### src/rtl/regfile_wr_ctrl.sv
// Write-port controller for the 32x32 register file.
// Zero-fills x1..x31 after reset or on request, then shares the single
// write port between NREQ writeback requesters with round-robin arbitration.
module regfile_wr_ctrl #(
    parameter int NREQ = 3,
    parameter int XLEN = 32,
    parameter int AW   = 5
) (
    input  logic                 clk,
    input  logic                 rst_n,
    input  logic                 clear_req,
    input  logic [NREQ-1:0]      req_valid,
    output logic [NREQ-1:0]      req_ready,
    input  logic [NREQ*AW-1:0]   req_addr,
    input  logic [NREQ*XLEN-1:0] req_data,
    output logic                 init_done,
    output logic                 wr_en,
    output logic [AW-1:0]        wr_addr,
    output logic [XLEN-1:0]      wr_data
);

    localparam int RRW = (NREQ > 1) ? $clog2(NREQ) : 1;

    typedef enum logic {
        CLEAR = 1'b0,
        RUN   = 1'b1
    } state_t;

    state_t            state;
    state_t            state_nxt;
    logic [AW-1:0]     cnt;
    logic [RRW-1:0]    rr;
    logic [RRW-1:0]    rr_nxt;
    logic [RRW-1:0]    grant;
    logic              grant_vld;
    logic              xfer;
    logic [AW-1:0]     sel_addr;
    logic [XLEN-1:0]   sel_data;
    int                idx;

    assign init_done = (state == RUN);

    // Round-robin search starting at rr; no grant while clearing or when a clear is requested.
    always_comb begin
        grant     = '0;
        grant_vld = 1'b0;
        idx       = 0;
        if (state == RUN && !clear_req) begin
            for (int k = 0; k < NREQ; k++) begin
                idx = int'(rr) + k;
                if (idx >= NREQ) idx = idx - NREQ;
                if (!grant_vld && req_valid[idx]) begin
                    grant_vld = 1'b1;
                    grant     = idx[RRW-1:0];
                end
            end
        end
    end

    // Ready is one-hot on the winner; selected address/data and next pointer follow the grant.
    always_comb begin
        req_ready = '0;
        if (grant_vld) req_ready[grant] = 1'b1;
        xfer     = grant_vld;
        sel_addr = req_addr[int'(grant)*AW +: AW];
        sel_data = req_data[int'(grant)*XLEN +: XLEN];
        rr_nxt   = (int'(grant) == NREQ - 1) ? '0 : grant + 1'b1;
    end

    // Next-state logic: clear finishes after loading the last address, RUN leaves on clear_req.
    always_comb begin
        state_nxt = state;
        case (state)
            CLEAR:   if (cnt == {AW{1'b1}}) state_nxt = RUN;
            RUN:     if (clear_req)         state_nxt = CLEAR;
            default: state_nxt = CLEAR;
        endcase
    end

    // State register.
    always_ff @(posedge clk or negedge rst_n) begin
        if (!rst_n) state <= CLEAR;
        else        state <= state_nxt;
    end

    // Clear counter, round-robin pointer and registered write-port outputs.
    always_ff @(posedge clk or negedge rst_n) begin
        if (!rst_n) begin
            cnt     <= AW'(1);
            rr      <= '0;
            wr_en   <= 1'b0;
            wr_addr <= '0;
            wr_data <= '0;
        end else if (state == CLEAR) begin
            wr_en   <= 1'b1;
            wr_addr <= cnt;
            wr_data <= '0;
            cnt     <= cnt + 1'b1;
        end else if (clear_req) begin
            // rr is kept so fairness survives a re-clear
            cnt   <= AW'(1);
            wr_en <= 1'b0;
        end else if (xfer) begin
            // writes to x0 are accepted but never reach the register file
            wr_en   <= (sel_addr != '0);
            wr_addr <= sel_addr;
            wr_data <= sel_data;
            rr      <= rr_nxt;
        end else begin
            wr_en <= 1'b0;
        end
    end

endmodule

### config.mk
export PLATFORM = sky130hd
export DESIGN_NAME = regfile_wr_ctrl
export DESIGN_NICKNAME = d
export VERILOG_FILES = /design/src/rtl/regfile_wr_ctrl.sv
export SDC_FILE = /design/constraint.sdc
export NUM_CORES = 1
export LEC_CHECK = 0
export BUFFER_PORTS_ARGS = -buffer_cell sky130_fd_sc_hd__buf_2
export CELL_PAD_IN_SITES_DETAIL_PLACEMENT = 1
export CELL_PAD_IN_SITES_GLOBAL_PLACEMENT = 2
export CORE_MARGIN = 1.5
export CORE_UTILIZATION = 25
export CTS_BUF_LIST = sky130_fd_sc_hd__clkbuf_8 sky130_fd_sc_hd__clkbuf_16
export DETAILED_ROUTE_END_ITERATION = 10
export PLACE_DENSITY_LB_ADDON = 0.1
export SYNTH_ARGS = -nofsm -noshare
export SYNTH_HDL_FRONTEND = slang
export SYNTH_SLANG_ARGS = --single-unit
export TNS_END_PERCENT = 30
### constraint.sdc
create_clock -name clk -period 5.5 [get_ports clk]
set_input_delay 0.55 -clock clk [delete_from_list [all_inputs] [get_ports clk]]
set_output_delay 0.55 -clock clk [all_outputs]
set_load 0.05 [all_outputs]
Word level (Yosys, flattened, before mapping)
Index checks and enable logic that the tools add are counted.
Widths: inputs -> output; s select.
{"block": "word_totals", "regBits": 46, "input_bits": 117, "output_inout_bits": 42, "wordCells": 84}
{"block": "classes", "n_addsub": 7, "n_mul": 1, "order_cmp": 8, "n_eq_ne": 5, "n_shift": 2, "mux": 43, "bitwise_logic": 2, "n_reduce_logical": 10}
{"operator": "$mux 32", "count": 9}
{"operator": "$lt 32x4->1 const B", "count": 3}
{"operator": "$shiftx 96x8->32", "count": 1}
{"operator": "$mux 5", "count": 5}
{"operator": "$mux 1", "count": 18}
{"operator": "$shiftx 15x6->5", "count": 1}
{"operator": "$mux 2", "count": 5}
{"operator": "$sub 3x2->4 const B", "count": 2}
{"operator": "$bmux 1 s2", "count": 3}
{"operator": "$ge 3x2->1 const B", "count": 2}
{"operator": "$add 5x1->5 const B", "count": 1}
{"operator": "$eq 5x5->1 const B", "count": 1}
{"operator": "$mul 2x3->5 const B", "count": 1}
{"operator": "$reduce_bool 5->1", "count": 1}
{"operator": "$logic_and 1x1->1", "count": 4}
{"operator": "$ne 2x2->1 const B", "count": 2}
{"operator": "$add 2x1->3 const B", "count": 1}
{"operator": "$add 2x2->3 const B", "count": 1}
{"operator": "$logic_not 1->1", "count": 3}
{"operator": "$lt 2x3->1 const B", "count": 1}
{"operator": "$mux 3", "count": 1}
{"operator": "$reduce_and 3->1", "count": 1}
{"operator": "$sub 2x2->3 const B", "count": 1}
{"operator": "$add 2x1->2 const B", "count": 1}
{"operator": "other kinds (8)", "count": 9}

Depth between registers and ports, before layout
{"block": "depth", "depth_word": 22, "mapped_depth": 12, "depth_no_buf": 9}

Worst setup path before layout
OpenSTA, ideal clock, no wires.
{"block": "synth_path", "path_type": "register to output", "from": "register rr[0]", "to": "output req_ready[0]", "t_arrival_ns": 2.171, "required_ns": 4.950, "path_slack_ns": 2.779, "path_stages_with_launch": 12, "path_buffers": 2, "path_cell_list": "dfrtp_1 inv_1 ha_1 mux2i_1 o22a_1 a31oi_1 o21a_1 buf_6 nor2_4 nand3_2 buf_2 inv_1"}
{"block": "synth_via", "elab_chain_cells": 21, "elab_cells_between_ends": 43, "cone_classes": "5 x add/sub; 5 x order compare; 28 x mux; 5 x reduce/logical"}
{"item": "from (decl)", "line_no": "32", "text": "logic [RRW-1:0] rr;"}
{"item": "from (signal assigned)", "line_no": "108", "text": "rr <= rr_nxt;"}
{"item": "parallel branches: the longest is 20 deep, another holds $sub 3x2->4"}
{"item": "$mux 3 (*)", "line_no": "63", "text": "if (grant_vld) req_ready[grant] = 1'b1;"}
{"item": "to (decl)", "line_no": "13", "text": "output logic [NREQ-1:0] req_ready,"}
Every way passes the cells marked *. The select of a mux whose other input is x is not followed.

Final worst setup path
Same ends and word-level chain as after synthesis.

==> key figures <==
Critical path
  – Reg2Reg Setup Slack: 2.33 ns
  – Cell mode on critical path: inv_1
  – CP arrival: roughly 3.4 ns
  – CP startpoint: rr[0]
  – Cell depth of the worst flop-to-flop path: 9
  – Highest-delay cell along the critical path: nand3_2
  – Crit. End Element: primary output
  – Worst stage delay on the critical path: roughly 0.50 ns
  – Crit Path Max Fanout: 42
  – Reg2reg end: wr_data[28]
  – CP startpoint kind: flop
  – RR Startpoint: rr[0]
  – Critical Path RT: 4.95 ns
  – CP Cell Sequence: inv_1 > ha_1 > nor2b_1 > o221ai_1 > o32ai_4 > buf_4 > nor2_4 > nand3_2 > inv_1 > buf_2
  – Crit Path Category: flop to primary output

Die
  – Initial core utilization: between 20% and 30%
  – Die width: around 100 um
  – IO Count: 159
  – Num rows: 36
  – Die H: approximately 100 um
  – Die area: around 11000 um^2
  – Core footprint: slightly below 10000 um^2

Synthesis
  – Post-synth EDFFs: 0
  – Synth top area cells: dfrtp_1, a222oi_1, o21ai_0, inv_1, o21ai_1
  – Netlist cell types: 50
  – Ys async rst share: 100%
  – Cell Area, Synth: around 2600 um^2
  – Synth Warn #: 0
  – Synth top cells by count: dfrtp_1, inv_1, a222oi_1
  – Cells after Synth: 266
  – Yosys top cell by area: dfrtp_1
  – Synthesized net count: between 300 and 400
  – Most frequent cell after synthesis: dfrtp_1
  – Post-Syn Area per Cell: a little under 10 um^2
  – Yosys reg bits: 46
  – Register area share after synthesis: 44.5%
  – Prevailing post-synth register cell: dfrtp_1
  – Top cell type's share of synthesized area: a little over two fifths

STA
  – Pins Over Slew Limit: 0
  – RSZ-0062 raised after global routing: false
  – Setup TNS: 0 ns
  – Fin crit period: roughly 4.0 ns
  – Hold slack: ~0.35 ns
  – Worst Tran Pin Value: just under 0.7 ns
  – Relative slew slack: roughly 55%
  – Final period util: ~72%
  – Fmax: 251 MHz
  – Final setup vio count: 0
  – Worst Skew: 0.0119 ns
  – Final count of hold timing violations: 0

Finish
  – Ant. Diodes: 0
  – Area Overhead vs Synth: 38.0%
  – Fillers: 1218
  – Finished Layout Cells: 552
  – Final nets: between 500 and 600
  – Share of cells above drive strength 1: a little over two fifths

Detailed routing
  – Wire per inst: about 17 um
  – Met3 routed WL: approximately 780 um
  – Total wire length: 9.37 mm
  – Top Layer Used: met4
  – DR iter-0 viols: around 150
  – Met1 Wirelength: roughly 3.9 mm
  – Final ANT Viol Nets: 0
  – DR vias: roughly 2700
  – Vias per cell: about 5
  – Met2 WL post-DR: between 4 and 5 mm
  – Pre-antenna DRT Iters: 8
  – # DRC: 0

Clock tree
  – Post-CTS setup buffer count: 0
  – Clock tree sinks: 46
  – Worst-skew pair later-pin latency: 0.30 ns
  – Number of H-tree levels: 2
  – Clock transition at the registers of the reported paths: 0.10 ns
  – CTS resizes: 0
  – CTS root buf: clkbuf_8
  – Clock Path Buffers: 2
  – TritonCTS buffer count: 5
  – CTS tree: done
  – CTS Hold Bufs: 0

Pwr
  – Share of power burned in registers: 35.8%
  – Internal power: approximately 710 uW
  – Worst vdd rail ir drop: between 0.0001 and 0.00015 V
  – Clock power frac: between 15 and 20%
  – LEAKAGE: 1.91 nW
  – Combinational power share: a little under half
  – Switch Pwr: 581 uW
  – Power density over the cells: 360 nW/um^2
  – Sw frac: between 40% and 50%

GRT
  – Pin count of the biggest net entering global routing: 47
  – Antenna violations before repair: 0
  – Total track usage: between 10% and 20%
  – GRT overflow: 0
  – Vias in the first global route: 2998
  – First-pass GRT wire length: approximately 15 mm

Place
  – GPL Wtd Cong: 0.815
  – Hpwl dp: 6.99 mm
  – Placed instance count: around 540
  – Port buffer count: ~160

Run status
  – Outcome: finished clean

Worst hold path
  – Worst Hold Class: input pin to asynchronous set/reset pin

Flow run
  – Max Cap Viol: 0
==> per-layer routing <==
metal | vias to the layer above | global-route usage [%]
li1 | 1301 | -
met2 | 116 | 30.0
met4 | 0 | 4.79
met1 | 1316 | 21.2
met3 | 11 | 5.05
met5 | - | 0
==> how the worst max path moves through the flow <==
stage / end / slack (ns) / cells after the start
6_report: req_ready[0] / 1.52 / 10
5_1_grt: req_ready[0] / 1.19 / 10
4_1_cts: req_ready[0] / 1.46 / 10
3_5_place_dp: req_ready[0] / 1.81 / 10
3_3_place_gp: req_ready[0] / 1.88 / 10
2_1_floorplan: req_ready[0] / 2.78 / 11
==> flip-flops by register name, indices dropped and copies added (netlist names) <==
| register | count |
|---|---|
| cnt | 5 |
| init_done | 1 |
| rr | 2 |
| wr_addr | 5 |
| wr_data | 32 |
| wr_en | 1 |
==> area by class of cell <==
cell class	instances	area (um^2)	area share (%)
multi-input cells	167	1210	33.8
flip-flops and latches	46	1150	32.2
repair buffers	164	836	23.4
well taps	133	166	4.65
inverters	34	128	3.57
clock buffers	5	68.8	1.92
clock inverters	3	17.5	0.490
==> critical path: cells and delay by family (launching register included) <==
kind | cells | cell delay (ns)
buf+inv | 4 | 0.83
fa+ha+maj | 1 | 0.45
simple gates | 3 | 0.93
flops | 1 | 0.40
compound gates | 2 | 0.52
==> cell families (layout without fill, tap and decap cells) <==
group / Yosys count / after routing / synth area share (%)
AO/OA/AOI/OAI: 113 / 113 / 32.8
buffers and inverters: 53 / 206 / 8.93
AND/OR/NAND/NOR: 41 / 41 / 8.31
flip-flops: 46 / 46 / 44.5
multiplexers: 5 / 5 / 1.93
XOR/XNOR: 2 / 2 / 0.676
adder cells (fa/ha/maj): 6 / 6 / 2.90
==> placed cells by master, fill, tap and decap left out, types with 2 or more instances in the layout <==
cell       instances
a22o_1             3
clkbuf_8           5
buf_4              6
buf_2            158
nand2_1           15
a21oi_1            5
o22ai_1            4
a221oi_1           2
nand2b_1           3
o21ai_1           17
a31oi_1            6
o21ai_0           25
nor2b_1            6
ha_1               6
nor2_1             6
xnor2_1            2
a22oi_1            4
o2bb2ai_1          2
nor3b_1            2
inv_1             34
a211oi_1           3
dfrtp_1           45
a222oi_1          26
mux2i_1            5
a41oi_2            2
a21o_1             2
==> stage by stage <==
stage / setup slack, ns / instance area, um^2 / power, mW / utilization (%)
after floorplan: 2.78 / 2590 / 0.903 / -
after global placement: 1.88 / 3490 / 1.08 / 35.2
after detailed placement: 1.81 / 3490 / 1.09 / 35.2
after CTS: 1.46 / 3580 / 1.31 / 36.1
after global routing: 1.19 / 3580 / 1.38 / 36.1
final: 1.52 / 3580 / 1.29 / 36.1
==> power groups by stage <==
| stage | Clock (mW) | Combinational (mW) | Sequential, mW |
|---|---|---|---|
| floorplan | 0 | 0.291 | 0.613 |
| global placement | 0 | 0.614 | 0.468 |
| detailed placement | 0 | 0.624 | 0.467 |
| CTS | 0.219 | 0.625 | 0.462 |
| global route | 0.228 | 0.676 | 0.473 |
| finish | 0.210 | 0.616 | 0.461 |
(Power assumes the default switching activity.)
